--- config.mk ---
export PLATFORM = sky130hd
export DESIGN_NAME = acc_requant_drain
export DESIGN_NICKNAME = d
export VERILOG_FILES = /design/src/rtl/acc_requant_drain.sv
export SDC_FILE = /design/constraint.sdc
export NUM_CORES = 1
export LEC_CHECK = 0
export ABC_AREA = 1
export CAP_MARGIN = 20
export CORE_MARGIN = 5
export CORE_UTILIZATION = 52
export DETAILED_ROUTE_END_ITERATION = 16
export PLACE_DENSITY = 0.93
export SLEW_MARGIN = 20
export SYNTH_ARGS = -nofsm -noshare
export SYNTH_HDL_FRONTEND = slang
export SYNTH_SLANG_ARGS = --single-unit
--- constraint.sdc ---
create_clock -name clk_i -period 4.3 [get_ports clk_i]
set_input_delay 0.645 -clock clk_i [delete_from_list [all_inputs] [get_ports clk_i]]
set_output_delay 0.645 -clock clk_i [all_outputs]
set_load 0.01 [all_outputs]
--- src/rtl/acc_requant_drain.sv ---
// -----------------------------------------------------------------------------
// acc_requant_drain
//
// Drain stage behind one systolic-array column of accumulators. A finished
// vector of R signed accumulators is captured in a single beat. Each lane is
// requantized (arithmetic right shift by Shift, round-half-up, saturate to
// WidthO). The lanes are then streamed out one per handshake, lane 0 first.
//
// Ports
//   clk_i        : clock, rising edge
//   rst_i        : synchronous active-high reset
//   s_valid_i    : accumulator vector valid (column "done" strobe)
//   s_ready_o    : a vector can be captured this cycle
//   s_data_i     : R lanes, lane i at [i*WidthY +: WidthY], signed
//   m_valid_o    : output element valid
//   m_ready_i    : downstream accepts the element
//   m_data_o     : requantized signed element
//   m_last_o     : marks lane R-1, the final element of a vector
//   dbg_state_o  : current FSM state (0 = IDLE, 1 = SEND)
//
// Handshake semantics (both sides): a transfer happens on a rising edge where
// valid and ready are both high. A source holds valid and its payload stable
// until that transfer. Ready may depend on valid; valid never depends on ready.
// -----------------------------------------------------------------------------
module acc_requant_drain #(
    parameter int R      = 4,
    parameter int WidthY = 16,
    parameter int WidthO = 8,
    parameter int Shift  = 4
) (
    input  logic                  clk_i,
    input  logic                  rst_i,
    input  logic                  s_valid_i,
    output logic                  s_ready_o,
    input  logic [R*WidthY-1:0]   s_data_i,
    output logic                  m_valid_o,
    input  logic                  m_ready_i,
    output logic [WidthO-1:0]     m_data_o,
    output logic                  m_last_o,
    output logic                  dbg_state_o
);

    localparam int IW = $clog2(R);
    localparam logic [IW-1:0] LastIdx = IW'(R - 1);

    // Rounding bias 2^(Shift-1), or 0 when Shift is 0.
    localparam logic signed [WidthY:0] Rnd  = ((WidthY+1)'(1) << Shift) >>> 1;
    localparam logic signed [WidthY:0] QMax = (WidthY+1)'((1 << (WidthO - 1)) - 1);
    localparam logic signed [WidthY:0] QMin = -QMax - (WidthY+1)'(1);

    typedef enum logic {
        IDLE = 1'b0,
        SEND = 1'b1
    } state_t;

    state_t                state_q, state_d;
    logic [IW-1:0]         idx_q, idx_d;
    logic [R*WidthY-1:0]   buf_q;
    logic                  capture;
    logic                  at_last;

    assign at_last = (idx_q == LastIdx);

    // The only input-to-output combinational path. A new vector is accepted
    // either from IDLE or in the same cycle the final lane hands off, which
    // gives zero-bubble back-to-back vectors.
    always_comb begin
        s_ready_o = 1'b0;
        if (!rst_i) begin
            s_ready_o = (state_q == IDLE) ||
                        ((state_q == SEND) && at_last && m_ready_i);
        end
    end

    assign capture = s_valid_i && s_ready_o;

    always_comb begin
        state_d = state_q;
        idx_d   = idx_q;
        unique case (state_q)
            IDLE: begin
                if (capture) begin
                    state_d = SEND;
                    idx_d   = '0;
                end
            end
            SEND: begin
                if (m_ready_i) begin
                    if (at_last) begin
                        idx_d = '0;
                        if (!capture) begin
                            state_d = IDLE;
                        end
                    end else begin
                        idx_d = idx_q + IW'(1);
                    end
                end
            end
            default: begin
                state_d = IDLE;
                idx_d   = '0;
            end
        endcase
    end

    always_ff @(posedge clk_i) begin
        if (rst_i) begin
            state_q <= IDLE;
            idx_q   <= '0;
            buf_q   <= '0;
        end else begin
            state_q <= state_d;
            idx_q   <= idx_d;
            if (capture) begin
                buf_q <= s_data_i;
            end
        end
    end

    // Requantization of the currently selected lane; depends on registered
    // state only, so the output stays stable under backpressure.
    logic signed [WidthY-1:0] lane;
    logic signed [WidthY:0]   t_sum;
    logic signed [WidthY:0]   q_shr;

    assign lane  = buf_q[idx_q*WidthY +: WidthY];
    assign t_sum = {lane[WidthY-1], lane} + Rnd;
    assign q_shr = t_sum >>> Shift;

    always_comb begin
        m_data_o = q_shr[WidthO-1:0];
        if (q_shr > QMax) begin
            m_data_o = QMax[WidthO-1:0];
        end else if (q_shr < QMin) begin
            m_data_o = QMin[WidthO-1:0];
        end
    end

    assign m_valid_o   = (state_q == SEND);
    assign m_last_o    = (state_q == SEND) && at_last;
    assign dbg_state_o = state_q;

endmodule
==> results of run 1 <==
[synthesized netlist by cell type (all sizes together)]
cell    instances  area [um2]
a211oi         30       225.2
a21oi          27       135.1
a32oi           1       8.760
and2            2       12.51
buf             9       57.56
clkbuf         17       63.81
dfxtp          55        1101
ha              2       25.02
inv            46       172.7
nand2         175       669.4
nand3          35       180.2
nand4           1       6.260
nor2           53       224.0
o21ai           1       5.000
or2             1       6.260
xnor2           1       8.760
xor2            4       35.03
[through the flow]
| step | total power [mW] | worst slack (ns) |
|---|---|---|
| after floorplan | 0.7070 | 1.697 |
| after global routing | 1.157 | 0.03606 |
| after global placement | 0.8202 | 0.6163 |
| after CTS | 1.105 | 0.06096 |
| after detailed placement | 0.8291 | 0.4724 |
| final | 1.104 | 0.2475 |
[tightest hold or removal path, stage by stage, from the launching register on]
cell      delay (ns)
dfxtp_1         0.31
inv_1           0.06
a211oi_1        0.06
[area by class of cell]
class                           instances  area (um2)  share of cell area, %
Timing Repair Buffer                   71       695.7                  18.85
Multi-Input combinational cell        333        1544                  41.84
Sequential cell                        55        1102                  29.87
Tap cell                               72       90.09                  2.442
Inverter                               46       172.7                  4.680
Clock inverter                          2       12.51                 0.3391
Clock buffer                            6       72.57                  1.967
[worst max path at each step]
stage / startpoint / to / slack, ns / cells past startpoint
global placement: idx_q[0] / m_data_o[4] / 0.62 / 16
detailed placement: idx_q[0] / m_data_o[6] / 0.47 / 16
floorplan: idx_q[0] / m_data_o[0] / 1.70 / 16
CTS: idx_q[0] / m_data_o[6] / 0.06 / 16
global route: idx_q[0] / m_data_o[5] / 0.04 / 16
finish: idx_q[0] / m_data_o[6] / 0.25 / 16
[registers in the layout, indices dropped and copies added (netlist names)]
register,cells
dbg_state_o,1
idx_q,2
buf_q,52
[routing by layer]
metal,wire [um],global-route usage [%]
met5,0,0
met2,3764,39.05
met1,2972,21.45
met4,153,6.763
met3,467,4.466
[cell usage in the layout (no fill, tap or decap), drive strengths merged]
master,n
nand2,175
clkdlybuf4s50,66
dfxtp,55
nor2,53
inv,46
nand3,35
a211oi,30
a21oi,27
clkbuf,6
buf,5
xor2,4
and2,2
ha,2
a32oi,1
nand4,1
xnor2,1
o21ai,1
or2,1
clkinv,1
clkinvlp,1
[power by group through the flow]
stage	combinational, mW	clock, mW	sequential [mW]
after floorplan	0.149	0	0.558
after global placement	0.258	0	0.562
after detailed placement	0.266	0	0.563
after CTS	0.267	0.286	0.552
after global routing	0.296	0.307	0.555
final	0.267	0.285	0.552
[kinds of logic (layout without fill, tap and decap cells)]
logic type,count (synthesis),count (layout),share of synthesized area (%)
AND/OR/NAND/NOR,267,267,37.41
buffers and inverters,72,125,10.01
AO/OA/AOI/OAI,59,59,12.74
flip-flops,55,55,37.49
XOR/XNOR,5,5,1.491
adder cells (fa/ha/maj),2,2,0.8520
==> results.ini, run 1 <==
[power_and_ir_drop]
p_clk_share_pct = 25.8
p_comb_share_pct = 24.2
ir_worst_vdd_mv = 0.1818
power.density_mw_per_mm2 = 299.2
power.leakage_nw = 1.548
internal-power_mw = 0.7815
switching_share_pct = 29.22
seqPwrFrac_pct = 50.0
switchingPower_mw = 0.3227

[global_route]
gr-total-overflow = 0
grt_max_degree = 57
grt_pass1_wl_um = 12290
grt_antenna_before_repair = 0
grt_pass1_vias = 2949
grtUsageTotal_pct = 20.27

[synth]
synthCells = 460
ys_warn_count = 0
avgSynthCellArea_um2 = 6.384
synth_area_mm2 = 0.002937
synth_nets = 530
yosys_register_bits = 55
ys_types = 23
seq_area_frac_synth_pct = 37.49

[die]
die_area_mm2 = 0.007251
fp.dieH_um = 85.15
die_w_um = 85.15
io_pins = 80
start_util_pct = 53.33
core_area_mm2 = 0.005507
rows = 27

[flow_run]
drv_cap = 0

[routing]
routed_wl_um = 7357
drc = 0
antenna_left = 0
drt_iter0_drc = 207
first_pass_iters = 4
wl_per_cell_um = 12.58
avgViaCountPerCell = 5.154
via_count = 3015

[timing]
final-setup-viol-count = 0
tns_ns = 0
tightest_slew_ns = 0.5925
max_freq_mhz = 246.8
whs_ns = 0.4671
hold_viol = 0
maxSlewHeadroom_pct = 60.46
fin_crit_ns = 4.053
skew_ns = 0.005775
slew_viol_final = 0
rsz0062_at_grt = false
finalCritPeriodShare_pct = 94.24

[cts]
cts-buffers-inserted = 5
postCtsSetupBuffers = 0
clk_pin_slew_ns = 0.10
insertion_delay_ns = 0.32
clock-sinks = 55
post_cts_resized = 0
htreeDepth = 2
cts_tree = built
ctsHoldBuffers = 0
cts_max_path_buffers = 2
clock-root-buffer = clkbuf_8

[place]
dp_hpwl_um = 5282
dpl_cell_area_mm2 = 0.003603
globalplace.congestion = 0.9601
numPortBuffers = 67
place_inst = 577

[outcome]
status = complete, no violations

[finish]
drive_above_1_share_pct = 5.653
nets = 582
antennaDiodeCount = 0
final_core_util_pct = 67.01
fillers = 468
syn2layout_area_growth_pct = 25.65
final_cells = 585
stdcell_area_mm2 = 0.003690

[worst_setup_path]
slowest_delay_ns = 0.54
required_ns = 3.65
r2r_start = idx_q[0]
path_common_cell = nand2_1
cp-end-kind = primary output
cp_slowest_cell = clkdlybuf4s50_1
worstSetupStartpointType = flip-flop
cp_max_fo = 27
path_cells = inv_2, nand2_1, nand3_1, nand2_1, ha_1, nand3_1, nor2_1, nand2_1, nand2_1, nand2_1, nor2_1, nand3_1, nand2_2, nand2_1, nand2_1, clkdlybuf4s50_1
rrSetupSlack_ns = 1.70
reg2reg_to = buf_q[5]
reg2reg_depth = 8
cp.arrival_ns = 3.41
path_class = reg -> out
crit_family = simple AND/OR/NAND/NOR gates
crit_buf_inv = 2

[worst_hold_path]
worstHoldStart = buf_q[43]
min_to = buf_q[43]
worstHoldPathType = reg -> reg
min_path_cells = 2

(Power assumes the default switching activity.)
==> run 2: changes to the inputs <==
--- a/config.mk
+++ b/config.mk
@@ -7,6 +7,7 @@
 export LEC_CHECK = 0
 export ABC_AREA = 1
 export CAP_MARGIN = 20
+export CORE_ASPECT_RATIO = 1.5
 export CORE_MARGIN = 5
 export CORE_UTILIZATION = 52
 export DETAILED_ROUTE_END_ITERATION = 16
==> run 2 against run 1 <==
Against the previous run: cell count shrank 0.34%; combinational power about the same; flip-flop and latch count unchanged; die area is 0.42% higher; largest cell class unchanged; cell area increased by 1.1%; global-route usage grew 0.064 points; routed wire length down 5.6%; non-clock buffer count did not move; first-iteration DRC count down 37%; register-to-register slack improved by 0.05 ns; critical path type unchanged; worst setup slack gained 0.17 ns; critical path depth is the same.
==> results.ini, run 2 (synthesized netlist as in run 1, its figures left out) <==
[flow_run]
drv_cap = 0  ; unchanged

[worst_setup_path]
crit_family = simple AND/OR/NAND/NOR gates  ; unchanged
required_ns = 3.65  ; about the same
worstSetupStartpoint = idx_q[0]  ; unchanged
cp.arrival_ns = 3.24  ; was 3.41 ns
path_cells = inv_2, nand2_1, nand3_1, nand2_1, ha_1, nand3_1, nor2_4, nand3_1, nand2_1, nand2_1, nor2_1, nand3_1, nand2_2, nand2_1, nand2_1, clkdlybuf4s50_1  ; was inv_2, nand2_1, nand3_1, nand2_1, ha_1, nand3_1, nor2_1, nand2_1, nand2_1, nand2_1, nor2_1, nand3_1, nand2_2, nand2_1, nand2_1, clkdlybuf4s50_1
worstSetupStartpointType = flip-flop  ; unchanged
slowest_delay_ns = 0.54  ; about the same
path_class = reg -> out  ; unchanged
path_common_cell = nand2_1  ; unchanged
r2r_start = idx_q[0]  ; unchanged
cp_slowest_cell = clkdlybuf4s50_1  ; unchanged
cp_max_fo = 27  ; unchanged
crit_buf_inv = 2  ; unchanged
cp-end-kind = primary output  ; unchanged

[outcome]
status = complete, no violations  ; unchanged

[routing]
first_pass_iters = 5  ; was 4
avgViaCountPerCell = 4.985  ; was 5.154
drt_iter0_drc = 131  ; was 207
drc = 0  ; unchanged
antenna_left = 0  ; unchanged
via_count = 2906  ; was 3015
wl_per_cell_um = 11.91  ; was 12.58 um
routed_wl_um = 6944  ; was 7357 um

[timing]
tns_ns = 0  ; unchanged
rsz0062_at_grt = false  ; unchanged
final-setup-viol-count = 0  ; unchanged
finalCritPeriodShare_pct = 90.35  ; was 94.24%
hold_viol = 0  ; unchanged
fin_crit_ns = 3.885  ; was 4.053 ns
timing.final.ws_setup_ns = 0.4148  ; was 0.2475 ns
tightest_slew_ns = 0.5728  ; was 0.5925 ns
skew_ns = 0.008184  ; was 0.005775 ns
max_freq_mhz = 257.4  ; was 246.8 MHz
maxSlewHeadroom_pct = 61.77  ; was 60.46%
slew_viol_final = 0  ; unchanged

[global_route]
grt_pass1_vias = 2800  ; was 2949
grt_busiest_layer = met2  ; unchanged
use_met2_pct = 38.31  ; was 39.05%
met3_usage_pct = 3.937  ; was 4.466%
grt_max_degree = 58  ; was 57
gr-total-overflow = 0  ; unchanged
grt_antenna_before_repair = 0  ; unchanged
grtUsageTotal_pct = 20.34  ; was 20.27%
gr-usage-met1_pct = 21.53  ; was 21.45%
grt_pass1_wl_um = 12020  ; was 12290 um

[finish]
final_common_cell = nand2_1  ; unchanged
mostFrequentLayoutCells = nand2_1, clkdlybuf4s50_1, dfxtp_1  ; unchanged
drive_above_1_share_pct = 6.043  ; was 5.653%
syn2layout_area_growth_pct = 26.97  ; was 25.65%
largest_register = buf_q  ; unchanged
antennaDiodeCount = 0  ; unchanged
nets = 582  ; unchanged
stdcell_area_mm2 = 0.003729  ; was 0.003690 mm2
largest_register_ffs = 52  ; unchanged

[die]
die_w_um = 71.36  ; was 85.15 um
io_pins = 80  ; unchanged
rows = 33  ; was 27
start_util_pct = 53.47  ; was 53.33%
die_area_mm2 = 0.007281  ; was 0.007251 mm2
core_area_mm2 = 0.005492  ; was 0.005507 mm2
fp.dieH_um = 102.0  ; was 85.15 um

[power_and_ir_drop]
power.leakage_nw = 1.568  ; was 1.548 nW
power.density_mw_per_mm2 = 317.5  ; was 299.2 mW/mm2
ir_worst_vdd_mv = 0.3054  ; was 0.1818 mV

[worst_hold_path]
worstHoldStart = buf_q[29]  ; was buf_q[43]
worstHoldPathType = reg -> reg  ; unchanged

[cts]
clk_pin_slew_ns = 0.10  ; about the same
cts_tree = built  ; unchanged
clock-root-buffer = clkbuf_8  ; unchanged
htreeDepth = 2  ; unchanged
postCtsSetupBuffers = 0  ; unchanged
clock-sinks = 55  ; unchanged
cts-buffers-inserted = 5  ; unchanged
insertion_delay_ns = 0.33  ; was 0.32 ns
cts_max_path_buffers = 2  ; unchanged

[place]
dp_slack_ns = 0.4567  ; was 0.4724 ns
numPortBuffers = 67  ; unchanged
dpl_cell_area_mm2 = 0.003601  ; was 0.003603 mm2
globalplace.congestion = 0.8831  ; was 0.9601
dp_hpwl_um = 5070  ; was 5282 um

==> run 2: cell types whose count changed in the layout (fill, tap and decap cells not counted) <==
cell        before  now
nor2_1          47   46
nor2_2           4    5
clkinvlp_4       1    0
clkinv_8         0    1
clkinv_2         1    0
bufinv_16        0    1
clkbuf_1         1    0
clkinv_4         0    1
==> run 2: where the power goes <==
part	switching, mW	leakage (nW)	internal [mW]
clock	0.188	0.0611	0.179
combinational	0.136	1.06	0.129
sequential	0.0137	0.451	0.538
total	0.337	1.57	0.846
==> run 2: path summary, 6_finish.rpt <==
check,cells past startpoint,to,slack [ns]
max,16,m_data_o[2],0.41
min,2,buf_q[29],0.47
max reg2reg,8,buf_q[62],1.75
min reg2reg,2,buf_q[29],0.47
==> run 2: cell type report <==
| type | count | area [um2] |
|---|---|---|
| Fill cell | 458 | 1763 |
| Multi-Input combinational cell | 333 | 1546 |
| Sequential cell | 55 | 1102 |
| Timing Repair Buffer | 71 | 695.7 |
| Inverter | 46 | 172.7 |
| Tap cell | 70 | 87.58 |
| Clock buffer | 5 | 68.82 |
| Clock inverter | 3 | 55.05 |
==> run 2: worst register-to-register path: cells and delay by family, from the launching register on <==
kind	cells	cell delay [ns]
fa+ha+maj	1	0.23
buf+inv	2	0.86
flops	1	0.51
simple gates	3	0.52
compound gates	2	0.36
==> run 2: what timing repair did <==
action / in CTS / in global routing
hold buffers: 0 / 0
endpoints found under the setup margin: 0 / 7
gates resized for setup: 0 / 2
==> run 2: metal layers <==
layer | part of all wire, % | vias to the layer above
li1 | - | 1553
met1 | 42 | 1265
met2 | 51 | 72
met3 | 4.8 | 16
met4 | 3.0 | 0
met5 | 0 | -
==> run 2: through the flow <==
stage / hold WS, ns / std cells / util (%) / power [mW]
4_1_cts: 0.4716 / 583 / 67.83 / 1.188
5_1_grt: 0.4938 / 583 / 67.90 / 1.235
3_3_place_gp: 0.4522 / 575 / 65.57 / 0.8220
3_5_place_dp: 0.4554 / 575 / 65.57 / 0.8280
6_report: 0.4692 / 583 / 67.90 / 1.184
2_1_floorplan: 0.4392 / 460 / - / 0.7070
==> run 3: changes to the inputs <==
--- a/config.mk
+++ b/config.mk
@@ -5,11 +5,11 @@
 export SDC_FILE = /design/constraint.sdc
 export NUM_CORES = 1
 export LEC_CHECK = 0
-export ABC_AREA = 1
+export ABC_AREA = 0
 export CAP_MARGIN = 20
 export CORE_ASPECT_RATIO = 1.5
 export CORE_MARGIN = 5
-export CORE_UTILIZATION = 52
+export CORE_UTILIZATION = 51
 export DETAILED_ROUTE_END_ITERATION = 16
 export PLACE_DENSITY = 0.93
 export SLEW_MARGIN = 20
==> run 3 against run 2 <==
Against the previous run: cell count decreased by 25%; count of clock-buffer cells in the layout increased by 1; sequential share of layout area increased by 1.5 points; largest cell class unchanged; routed wire length decreased by 5.1%; largest power group unchanged; combinational power decreased by 13%; core utilization decreased by 1.9 points; non-clock buffer count unchanged; global-route usage decreased by 1.2 points; worst hold slack improved by 0.011 ns.
==> results.ini, run 3 <==
[synth]
async_reset_ff_share_pct = 0  ; unchanged
synth_nets = 381  ; was 530
avgSynthCellArea_um2 = 8.931  ; was 6.384 um2
synth_edf_count = 0  ; unchanged
synthTopCellsByCount = nand2_1, dfxtp_1, nand2b_1  ; was nand2_1, dfxtp_1, nor2_1
yosysMostFrequentCell = nand2_1  ; unchanged
ys_types = 43  ; was 23
synth_area_mm2 = 0.002778  ; was 0.002937 mm2
synth_top_flop_cell = dfxtp_1  ; unchanged
yosysTopAreaCell = dfxtp_1  ; unchanged
ys_warn_count = 0  ; unchanged
seq_area_frac_synth_pct = 39.64  ; was 37.49%
synthDominantCellAreaShare_pct = 39.64  ; was 37.49%
yosys_register_bits = 55  ; unchanged
synth_area_leaders = dfxtp_1, nand2b_1, o21ai_0  ; was dfxtp_1, nand2_1, a211oi_1
synthCells = 311  ; was 460

[place]
globalplace.congestion = 0.8368  ; was 0.8831
place_inst = 431  ; was 575
numPortBuffers = 67  ; unchanged
dp_slack_ns = 0.4231  ; was 0.4567 ns
dpl_cell_area_mm2 = 0.003457  ; was 0.003601 mm2
dp_hpwl_um = 4855  ; was 5070 um

[die]
fp.dieH_um = 100.4  ; was 102.0 um
die_w_um = 70.26  ; was 71.36 um
die_area_mm2 = 0.007053  ; was 0.007281 mm2
core_area_mm2 = 0.005368  ; was 0.005492 mm2
rows = 33  ; unchanged
io_pins = 80  ; unchanged
start_util_pct = 51.75  ; was 53.47%

[cts]
postCtsSetupBuffers = 0  ; unchanged
clk_pin_slew_ns = 0.09  ; was 0.10 ns
htreeDepth = 2  ; unchanged
clock-root-buffer = clkbuf_8  ; unchanged
cts_tree = built  ; unchanged
cts_max_path_buffers = 2  ; unchanged
cts-buffers-inserted = 5  ; unchanged
insertion_delay_ns = 0.30  ; was 0.33 ns
clock-sinks = 55  ; unchanged

[finish]
fillers = 445  ; was 458
nets = 438  ; was 582
final_core_util_pct = 66.01  ; was 67.90%
drive_above_1_share_pct = 7.588  ; was 6.043%
final_common_cell = clkdlybuf4s50_1  ; was nand2_1
largest_register_ffs = 52  ; unchanged
final_cells = 439  ; was 583
antennaDiodeCount = 0  ; unchanged
syn2layout_area_growth_pct = 27.57  ; was 26.97%
largest_register = buf_q  ; unchanged
stdcell_area_mm2 = 0.003543  ; was 0.003729 mm2
mostFrequentLayoutCells = clkdlybuf4s50_1, nand2_1, nand2b_1, dfxtp_1, o21ai_0  ; was nand2_1, clkdlybuf4s50_1, dfxtp_1

[timing]
max_freq_mhz = 248.7  ; was 257.4 MHz
timing.final.ws_setup_ns = 0.2798  ; was 0.4148 ns
final-setup-viol-count = 0  ; unchanged
skew_ns = 0.002038  ; was 0.008184 ns
whs_ns = 0.4804  ; was 0.4692 ns
hold_viol = 0  ; unchanged
tightest_slew_ns = 0.8191  ; was 0.5728 ns
tns_ns = 0  ; unchanged
fin_crit_ns = 4.020  ; was 3.885 ns
rsz0062_at_grt = false  ; unchanged
slew_viol_final = 0  ; unchanged
maxSlewHeadroom_pct = 45.39  ; was 61.77%
finalCritPeriodShare_pct = 93.49  ; was 90.35%

[worst_setup_path]
rrSetupSlack_ns = 1.53  ; was 1.75 ns
cp_max_fo = 8  ; was 27
r2r_start = idx_q[0]  ; unchanged
reg2reg_depth = 7  ; was 8
worstSetupStartpointType = flip-flop  ; unchanged
reg2reg_to = buf_q[10]  ; was buf_q[62]
cp-end-kind = primary output  ; unchanged
cp.arrival_ns = 3.38  ; was 3.24 ns
path_class = reg -> out  ; unchanged
required_ns = 3.65  ; about the same

[global_route]
grtUsageTotal_pct = 19.10  ; was 20.34%
grt_pass1_wl_um = 10810  ; was 12020 um
gr-total-overflow = 0  ; unchanged
grt_pass1_vias = 2390  ; was 2800
grt_antenna_before_repair = 0  ; unchanged
grt_max_degree = 57  ; was 58

[routing]
drt_iter0_drc = 96  ; was 131
first_pass_iters = 4  ; was 5
wl_per_cell_um = 15.02  ; was 11.91 um
avgViaCountPerCell = 5.419  ; was 4.985
drc = 0  ; unchanged
antenna_left = 0  ; unchanged
routed_wl_um = 6592  ; was 6944 um
via_count = 2379  ; was 2906

[power_and_ir_drop]
power.leakage_nw = 1.227  ; was 1.568 nW
internal-power_mw = 0.7925  ; was 0.8463 mW
p_comb_share_pct = 21.6  ; was 22.4%
switchingPower_mw = 0.2777  ; was 0.3374 mW
p_clk_share_pct = 25.6  ; was 31.0%
switching_share_pct = 25.95  ; was 28.51%
report.power.total_mw = 1.070  ; was 1.184 mW
ir_worst_vdd_mv = 0.2101  ; was 0.3054 mV
power.density_mw_per_mm2 = 302.0  ; was 317.5 mW/mm2
seqPwrFrac_pct = 52.8  ; was 46.6%

[worst_hold_path]
min_path_cells = 2  ; unchanged
worstHoldPathType = reg -> reg  ; unchanged
worstHoldStart = buf_q[23]  ; was buf_q[29]
min_to = buf_q[23]  ; was buf_q[29]

[outcome]
status = complete, no violations  ; unchanged

[flow_run]
drv_cap = 0  ; unchanged

-- run 3: cell type report --
class                   count  area (um2)  share of cell area, %
clock buffers               6       72.57                  2.048
repair buffers             71       700.7                  19.77
well taps                  70       87.58                  2.472
flip-flops and latches     55        1102                  31.11
inverters                   2       7.507                 0.2119
multi-input cells         233        1560                  44.03
clock inverters             2       12.51                 0.3531
-- run 3: cells by family after synthesis --
kind of cell             synth area share, %
multiplexers                           11.94
buffers and inverters                  4.234
AO/OA/AOI/OAI                          15.77
flip-flops                             39.64
AND/OR/NAND/NOR                        25.63
adder cells (fa/ha/maj)               0.9008
XOR/XNOR                               1.892
-- run 3: power by group through the flow --
stage,registers (mW),clock network (mW),logic (mW)
floorplan,0.568,0,0.125
global placement,0.573,0,0.224
detailed placement,0.577,0,0.231
CTS,0.566,0.281,0.232
global route,0.570,0.304,0.252
finish,0.566,0.274,0.231
-- run 3: how the worst max path moves through the flow --
stage | slack (ns) | end | cells past startpoint | startpoint
3_3_place_gp | 0.48 | m_data_o[2] | 8 | idx_q[0]
4_1_cts | 0.06 | m_data_o[6] | 8 | idx_q[0]
3_5_place_dp | 0.42 | m_data_o[6] | 8 | idx_q[0]
6_report | 0.28 | m_data_o[3] | 8 | idx_q[0]
2_1_floorplan | 1.09 | m_data_o[1] | 9 | idx_q[0]
5_1_grt | 0.1 | m_data_o[5] | 8 | idx_q[0]
-- run 3: worst max-delay path, cell delays in order, from the launching register on --
cell	delay [ns]
dfxtp_2	0.50
mux4_2	0.58
ha_1	0.29
or3b_1	0.37
or4_1	0.42
nand4_2	0.13
a21boi_2	0.09
o21ai_1	0.14
clkdlybuf4s50_1	0.54
-- run 3: repair_timing --
item,4_1_cts,5_1_grt
hold buffers,0,0
hold endpoints to repair,0,0
setup endpoints to repair,0,7
resized for setup,0,1
-- run 3: routing by layer --
metal  vias to the layer above  global-route usage [%]  routed length [um]
met3                        17                   3.307                 277
met5                         -                       0                   0
li1                       1194                       -                   -
met2                        65                   36.51                3578
met1                      1103                   20.28                2546
met4                         0                   7.817                 189
